## src/rtl/alu_seq_if.sv

```systemverilog
// rtl/alu_seq_if.sv - operand/result handshake bundle for alu_seq
interface alu_seq_if #(
  parameter int WIDTH = 16
);
  logic             i_Valid;
  logic             o_Ready;
  logic [WIDTH-1:0] i_X;
  logic [WIDTH-1:0] i_Y;
  logic             i_ZX;
  logic             i_NX;
  logic             i_ZY;
  logic             i_NY;
  logic             i_F;
  logic             i_NO;
  logic [1:0]       i_Mode;
  logic             o_Valid;
  logic             i_Ready;
  logic [WIDTH-1:0] o_ALU;
  logic             o_ZR;
  logic             o_NG;
  logic             o_CY;
  logic             o_OV;

  modport slave (
    input  i_Valid, i_X, i_Y, i_ZX, i_NX, i_ZY, i_NY, i_F, i_NO, i_Mode, i_Ready,
    output o_Ready, o_Valid, o_ALU, o_ZR, o_NG, o_CY, o_OV
  );

  modport master (
    output i_Valid, i_X, i_Y, i_ZX, i_NX, i_ZY, i_NY, i_F, i_NO, i_Mode, i_Ready,
    input  o_Ready, o_Valid, o_ALU, o_ZR, o_NG, o_CY, o_OV
  );
endinterface

```

## src/rtl/alu_seq.sv

```systemverilog
// rtl/alu_seq.sv - sequential Hack ALU with shifts and iterative multiply
module alu_seq #(
  parameter int WIDTH = 16,
  parameter int SHW   = $clog2(WIDTH)
) (
  input  logic    i_Clk,
  input  logic    i_Rst,
  alu_seq_if.slave bus
);

  typedef enum logic [1:0] {IDLE, BUSY, DONE} state_t;

  state_t           state_q, state_d;
  logic [WIDTH-1:0] alu_q, alu_d;
  logic             zr_q, zr_d;
  logic             ng_q, ng_d;
  logic             cy_q, cy_d;
  logic             ov_q, ov_d;
  logic [WIDTH-1:0] mcand_q, mcand_d;
  logic [WIDTH-1:0] mplier_q, mplier_d;
  logic [WIDTH-1:0] acc_q, acc_d;
  logic [SHW-1:0]   cnt_q, cnt_d;
  logic             no_q, no_d;

  logic [WIDTH-1:0] xp;
  logic [WIDTH-1:0] yp;
  logic [WIDTH:0]   sum;
  logic [SHW-1:0]   amt;
  logic [WIDTH-1:0] core;
  logic [WIDTH-1:0] fin;
  logic             cy_core;
  logic             ov_core;
  logic [WIDTH-1:0] acc_step;
  logic [WIDTH-1:0] mul_fin;
  logic             ready;
  logic             accept;

  assign ready   = (state_q == IDLE) || ((state_q == DONE) && bus.i_Ready);
  assign accept  = bus.i_Valid && ready;

  assign bus.o_Ready = ready;
  assign bus.o_Valid = (state_q == DONE);
  assign bus.o_ALU   = alu_q;
  assign bus.o_ZR    = zr_q;
  assign bus.o_NG    = ng_q;
  assign bus.o_CY    = cy_q;
  assign bus.o_OV    = ov_q;

  // Zero/negate the raw operands into x' and y'
  always_comb begin
    xp = bus.i_ZX ? '0 : bus.i_X;
    if (bus.i_NX) xp = ~xp;
    yp = bus.i_ZY ? '0 : bus.i_Y;
    if (bus.i_NY) yp = ~yp;
  end

  // Single-cycle result for add/and and the two shifts, plus adder flags
  always_comb begin
    amt     = yp[SHW-1:0];
    sum     = {1'b0, xp} + {1'b0, yp};
    core    = '0;
    cy_core = 1'b0;
    ov_core = 1'b0;
    case (bus.i_Mode)
      2'd0: begin
        if (bus.i_F) begin
          core    = sum[WIDTH-1:0];
          cy_core = sum[WIDTH];
          ov_core = (xp[WIDTH-1] == yp[WIDTH-1]) && (sum[WIDTH-1] != xp[WIDTH-1]);
        end else begin
          core = xp & yp;
        end
      end
      2'd1:    core = xp << amt;
      2'd2:    core = $unsigned($signed(xp) >>> amt);
      default: core = '0;
    endcase
    fin = bus.i_NO ? ~core : core;
  end

  // One shift-add step of the multiplier and its output-negated form
  always_comb begin
    acc_step = mplier_q[0] ? (acc_q + mcand_q) : acc_q;
    mul_fin  = no_q ? ~acc_step : acc_step;
  end

  // Next-state and registered-result logic
  always_comb begin
    state_d  = state_q;
    alu_d    = alu_q;
    zr_d     = zr_q;
    ng_d     = ng_q;
    cy_d     = cy_q;
    ov_d     = ov_q;
    mcand_d  = mcand_q;
    mplier_d = mplier_q;
    acc_d    = acc_q;
    cnt_d    = cnt_q;
    no_d     = no_q;
    case (state_q)
      IDLE, DONE: begin
        if ((state_q == DONE) && bus.i_Ready) state_d = IDLE;
        if (accept) begin
          if (bus.i_Mode == 2'd3) begin
            state_d  = BUSY;
            mcand_d  = xp;
            mplier_d = yp;
            no_d     = bus.i_NO;
            acc_d    = '0;
            cnt_d    = '0;
          end else begin
            state_d = DONE;
            alu_d   = fin;
            zr_d    = (fin == '0);
            ng_d    = fin[WIDTH-1];
            cy_d    = cy_core;
            ov_d    = ov_core;
          end
        end
      end
      BUSY: begin
        acc_d    = acc_step;
        mcand_d  = mcand_q << 1;
        mplier_d = mplier_q >> 1;
        cnt_d    = cnt_q + 1'b1;
        if (cnt_q == SHW'(WIDTH - 1)) begin
          state_d = DONE;
          alu_d   = mul_fin;
          zr_d    = (mul_fin == '0);
          ng_d    = mul_fin[WIDTH-1];
          cy_d    = 1'b0;
          ov_d    = 1'b0;
        end
      end
      default: state_d = IDLE;
    endcase
  end

  // State and result registers, cleared asynchronously
  always_ff @(posedge i_Clk or posedge i_Rst) begin
    if (i_Rst) begin
      state_q  <= IDLE;
      alu_q    <= '0;
      zr_q     <= 1'b0;
      ng_q     <= 1'b0;
      cy_q     <= 1'b0;
      ov_q     <= 1'b0;
      mcand_q  <= '0;
      mplier_q <= '0;
      acc_q    <= '0;
      cnt_q    <= '0;
      no_q     <= 1'b0;
    end else begin
      state_q  <= state_d;
      alu_q    <= alu_d;
      zr_q     <= zr_d;
      ng_q     <= ng_d;
      cy_q     <= cy_d;
      ov_q     <= ov_d;
      mcand_q  <= mcand_d;
      mplier_q <= mplier_d;
      acc_q    <= acc_d;
      cnt_q    <= cnt_d;
      no_q     <= no_d;
    end
  end

endmodule

```

## src/flat_wrapper.sv

```systemverilog
// flat-port wrapper written by rule: the top's interface ports become plain ports
module alu_seq_flat 
#(
  parameter int WIDTH = 16,
  parameter int SHW   = $clog2(WIDTH)
)
  (i_Clk, i_Rst, bus_i_Valid, bus_i_X, bus_i_Y, bus_i_ZX, bus_i_NX, bus_i_ZY, bus_i_NY, bus_i_F, bus_i_NO, bus_i_Mode, bus_i_Ready, bus_o_Ready, bus_o_Valid, bus_o_ALU, bus_o_ZR, bus_o_NG, bus_o_CY, bus_o_OV);
  alu_seq_if #(.WIDTH(WIDTH)) bus_i ();
  input  logic i_Clk;
  input  logic i_Rst;
  input wire logic [$bits(bus_i.i_Valid)-1:0] bus_i_Valid;
  input wire logic [$bits(bus_i.i_X)-1:0] bus_i_X;
  input wire logic [$bits(bus_i.i_Y)-1:0] bus_i_Y;
  input wire logic [$bits(bus_i.i_ZX)-1:0] bus_i_ZX;
  input wire logic [$bits(bus_i.i_NX)-1:0] bus_i_NX;
  input wire logic [$bits(bus_i.i_ZY)-1:0] bus_i_ZY;
  input wire logic [$bits(bus_i.i_NY)-1:0] bus_i_NY;
  input wire logic [$bits(bus_i.i_F)-1:0] bus_i_F;
  input wire logic [$bits(bus_i.i_NO)-1:0] bus_i_NO;
  input wire logic [$bits(bus_i.i_Mode)-1:0] bus_i_Mode;
  input wire logic [$bits(bus_i.i_Ready)-1:0] bus_i_Ready;
  output wire logic [$bits(bus_i.o_Ready)-1:0] bus_o_Ready;
  output wire logic [$bits(bus_i.o_Valid)-1:0] bus_o_Valid;
  output wire logic [$bits(bus_i.o_ALU)-1:0] bus_o_ALU;
  output wire logic [$bits(bus_i.o_ZR)-1:0] bus_o_ZR;
  output wire logic [$bits(bus_i.o_NG)-1:0] bus_o_NG;
  output wire logic [$bits(bus_i.o_CY)-1:0] bus_o_CY;
  output wire logic [$bits(bus_i.o_OV)-1:0] bus_o_OV;
  assign bus_i.i_Valid = bus_i_Valid;
  assign bus_i.i_X = bus_i_X;
  assign bus_i.i_Y = bus_i_Y;
  assign bus_i.i_ZX = bus_i_ZX;
  assign bus_i.i_NX = bus_i_NX;
  assign bus_i.i_ZY = bus_i_ZY;
  assign bus_i.i_NY = bus_i_NY;
  assign bus_i.i_F = bus_i_F;
  assign bus_i.i_NO = bus_i_NO;
  assign bus_i.i_Mode = bus_i_Mode;
  assign bus_i.i_Ready = bus_i_Ready;
  assign bus_o_Ready = bus_i.o_Ready;
  assign bus_o_Valid = bus_i.o_Valid;
  assign bus_o_ALU = bus_i.o_ALU;
  assign bus_o_ZR = bus_i.o_ZR;
  assign bus_o_NG = bus_i.o_NG;
  assign bus_o_CY = bus_i.o_CY;
  assign bus_o_OV = bus_i.o_OV;
  alu_seq #(.WIDTH(WIDTH), .SHW(SHW)) u_core (.i_Clk(i_Clk), .i_Rst(i_Rst), .bus(bus_i));
endmodule
```

## config.mk

```make
export PLATFORM = sky130hd
export DESIGN_NAME = alu_seq_flat
export DESIGN_NICKNAME = d
export VERILOG_FILES = /design/src/rtl/alu_seq_if.sv /design/src/rtl/alu_seq.sv /design/src/flat_wrapper.sv
export SDC_FILE = /design/constraint.sdc
export NUM_CORES = 1
export LEC_CHECK = 0
export BUFFER_PORTS_ARGS = -buffer_cell sky130_fd_sc_hd__buf_2
export CAP_MARGIN = 20
export CORE_MARGIN = 1.5
export CORE_UTILIZATION = 60
export DETAILED_ROUTE_END_ITERATION = 10
export PLACE_DENSITY = 0.8
export SLEW_MARGIN = 10
export SYNTH_ARGS = -nofsm -noshare
export SYNTH_HDL_FRONTEND = slang
export SYNTH_SLANG_ARGS = --single-unit
```

## constraint.sdc

```tcl
create_clock -name i_Clk -period 3.9 [get_ports i_Clk]
set_clock_uncertainty 0.15 [all_clocks]
set_input_delay 0.39 -clock i_Clk [delete_from_list [all_inputs] [get_ports i_Clk]]
set_output_delay 0.39 -clock i_Clk [all_outputs]
set_load 0.02 [all_outputs]
```

==> metrics.csv <==
metric,value,unit
avgSynthCellArea,8.19,um2
rsz0062_at_grt,no,
cp-end-kind,flop,
max_slew_margin,37.6,%
syn2layout_area_growth,13.7,%
power,5230,uW
dr.pass1.iters,5,
n_antenna_cell,0,
timing.final.crit_share,92.3,%
min_period,3.60,ns
grt_pass1_vias,7537,
path_clk_slew,0.06,ns
cts.sinks,74,
synth_flop_cell,dfrtp_1,
h-tree-depth,3,
cts.path.max_buffers,2,
worst_ep_required_time,4.00,ns
post_drt_wl_per_cell,20.4,um
ant_nets,0,
seq_power_share,26.4,%
fin_nets,1117,
async_reset_ff_share,100,%
dr.max_layer_used,met4,
yosysSeqAreaShare,23.6,%
ys_seq_elements,74,
die-height,117,um
synthTopCellsByCount,"nand2_1 (103), nor2_1 (90), dfrtp_1 (74), a21oi_1 (62), xnor2_1 (61)",
fin_ws,0.302,ns
start_util,61.8,%
rows,41,
drc,0,
wl_met2,11.4,mm
cp-start-kind,input pin,
synth_edf_count,0,
post_cts_buffers,0,
p_int,2880,uW
via_per_inst,6.52,
grt_max_degree,75,
setup_tns,0,ns
p_clk_share,17.0,%
critical_path_arrival,3.70,ns
numCtsBuffers,9,
p_switching,2350,uW
fmax,278,MHz
drtIter0Drc,801,
swShare,44.8,%
status,"finished, final reports clean",
synth_area_leaders,"dfrtp_1 (24%), xnor2_1 (6.8%), mux2i_1 (6.4%), ha_1 (5.3%), nand2_1 (4.9%)",
drt-met1-wl,9.99,mm
yosys.cell_types.count,84,
gr-total-overflow,0,
synthCells,959,
postCtsHoldBufs,0,
synth_nets,1038,
vias,7903,
coreArea,12700,um2
dp_slack,-0.178,ns
finalHoldViolations,0,
ir_drop,0.251,mV
cts_root_buf,clkbuf_16,
clk_latency,0.35,ns
yosysWarnings,0,
hold_path_class,in -> async,
met3WireLength,1.94,mm
layout-drive-gt1-share,18.0,%
cp_max_fo,5,
drv_cap,0,
slew_viol_final,0,
netlist_area,7860,um2
grt_pass1_wl,39.3,mm
dp_hpwl,19.0,mm
finalWeightedCongestion,1.05,
finalSetupViolCount,0,
cts_resized,0,
worst-setup-path-type,in -> reg,
die_w,117,um
pin_count,66,
worst_slew_pin_slew,0.936,ns
synth_top_area_share,23.6,%
routed_wl,24.8,mm
antenna_found_initial,0,
synth_area_leader_cell,dfrtp_1,
dieArea,13800,um2
fillers,1068,
yosys.cell_count.top_type,nand2_1,
io_buffer_count,65,
leakagePower,0.00401,uW
track_usage,36.1,%
powerDensity,585,nW/um2
tritoncts,built,
combPwrFrac,56.6,%
finish.utilization,70.2,%
==> flip-flops by register name, summed over array words and instances, names as in the netlist <==
| register | count |
|---|---|
| u_core.acc_q | 16 |
| u_core.bus.o_ZR | 1 |
| u_core.cnt_q | 4 |
| u_core.state_q | 2 |
| u_core.bus.o_CY | 1 |
| u_core.mplier_q | 16 |
| u_core.bus.o_ALU | 16 |
| u_core.mcand_q | 16 |
| u_core.no_q | 1 |
| u_core.bus.o_OV | 1 |
==> logic make-up after synthesis <==
| kind of cell | Yosys count | synth area share [%] |
|---|---|---|
| mux | 71 | 11.2 |
| buf+inv | 98 | 5.41 |
| fa+ha+maj | 35 | 5.76 |
| simple gates | 345 | 20.9 |
| compound gates | 243 | 21.7 |
| xor+xnor | 93 | 11.4 |
| flops | 74 | 23.6 |
==> worst max-delay path, cell delays in order <==
cell,delay (ns)
buf_2,0.12
nand2b_1,0.15
xor2_1,0.16
inv_1,0.08
ha_1,0.16
inv_1,0.06
fa_1,0.40
nor2b_1,0.11
o21ai_0,0.12
a41o_1,0.29
or2_2,0.33
xnor2_1,0.18
a2111oi_4,0.40
mux2i_1,0.23
and4_1,0.20
nand4_1,0.11
o41ai_2,0.21
==> power groups by stage <==
stage	logic [uW]	registers [uW]	clock network (uW)
floorplan	2070	1360	0
global placement	2820	1360	0
detailed placement	2880	1380	0
CTS	2910	1370	890
global route	3190	1410	923
finish	2960	1380	890
==> placed cells by master (no fill, tap or decap), types with 22 or more instances in the layout <==
master / count
a21oi_1: 62
a221o_1: 22
buf_2: 65
buf_4: 59
dfrtp_1: 74
ha_1: 33
inv_1: 36
mux2i_1: 50
nand2_1: 103
nand2b_1: 27
nand3_1: 46
nor2_1: 89
nor2b_1: 22
o21ai_0: 50
xnor2_1: 61
xor2_1: 25
==> cell type report <==
cell class | count | area [um2] | share of cell area (%)
multi-input cells | 787 | 5600 | 62.7
flip-flops and latches | 74 | 1850 | 20.7
repair buffers | 126 | 808 | 9.05
clock buffers | 9 | 225 | 2.52
well taps | 172 | 215 | 2.41
inverters | 40 | 150 | 1.68
clock inverters | 5 | 81.3 | 0.910
==> per-layer routing <==
layer  vias up  global-route usage, %
li1       3622                      -
met2       421                   57.6
met4         0                   20.8
met3        94                   5.74
met1      3766                   46.4
met5         -                      0
==> metrics by stage <==
step / cell area (um2) / hold WS (ns) / std cells
global route: 8930 / 0.228 / 1213
global placement: 8630 / 0.311 / 1199
CTS: 8930 / 0.215 / 1213
floorplan: 7880 / 0.312 / 959
finish: 8930 / 0.172 / 1213
detailed placement: 8630 / 0.315 / 1199
==> worst paths after layout <==
kind / from / slack, ns / end / cells past startpoint
max: bus_i_ZX / 0.30 / u_core.bus.o_ZR$_DFFE_PP0P_ / 17
min: i_Rst / 0.17 / u_core.mplier_q[10]$_DFFE_PP0P_ / 3
max reg2reg: u_core.acc_q[0]$_DFFE_PP0P_ / 0.31 / u_core.bus.o_ZR$_DFFE_PP0P_ / 15
min reg2reg: u_core.bus.o_OV$_DFFE_PP0P_ / 0.33 / u_core.bus.o_OV$_DFFE_PP0P_ / 2
max in group asynchronous: i_Rst / 2.81 / u_core.bus.o_ALU[5]$_DFFE_PP0P_ / 3
min in group i_Clk: bus_i_Valid / 0.22 / u_core.state_q[1]$_DFFE_PP0P_ / 3
(Power assumes the default switching activity.)
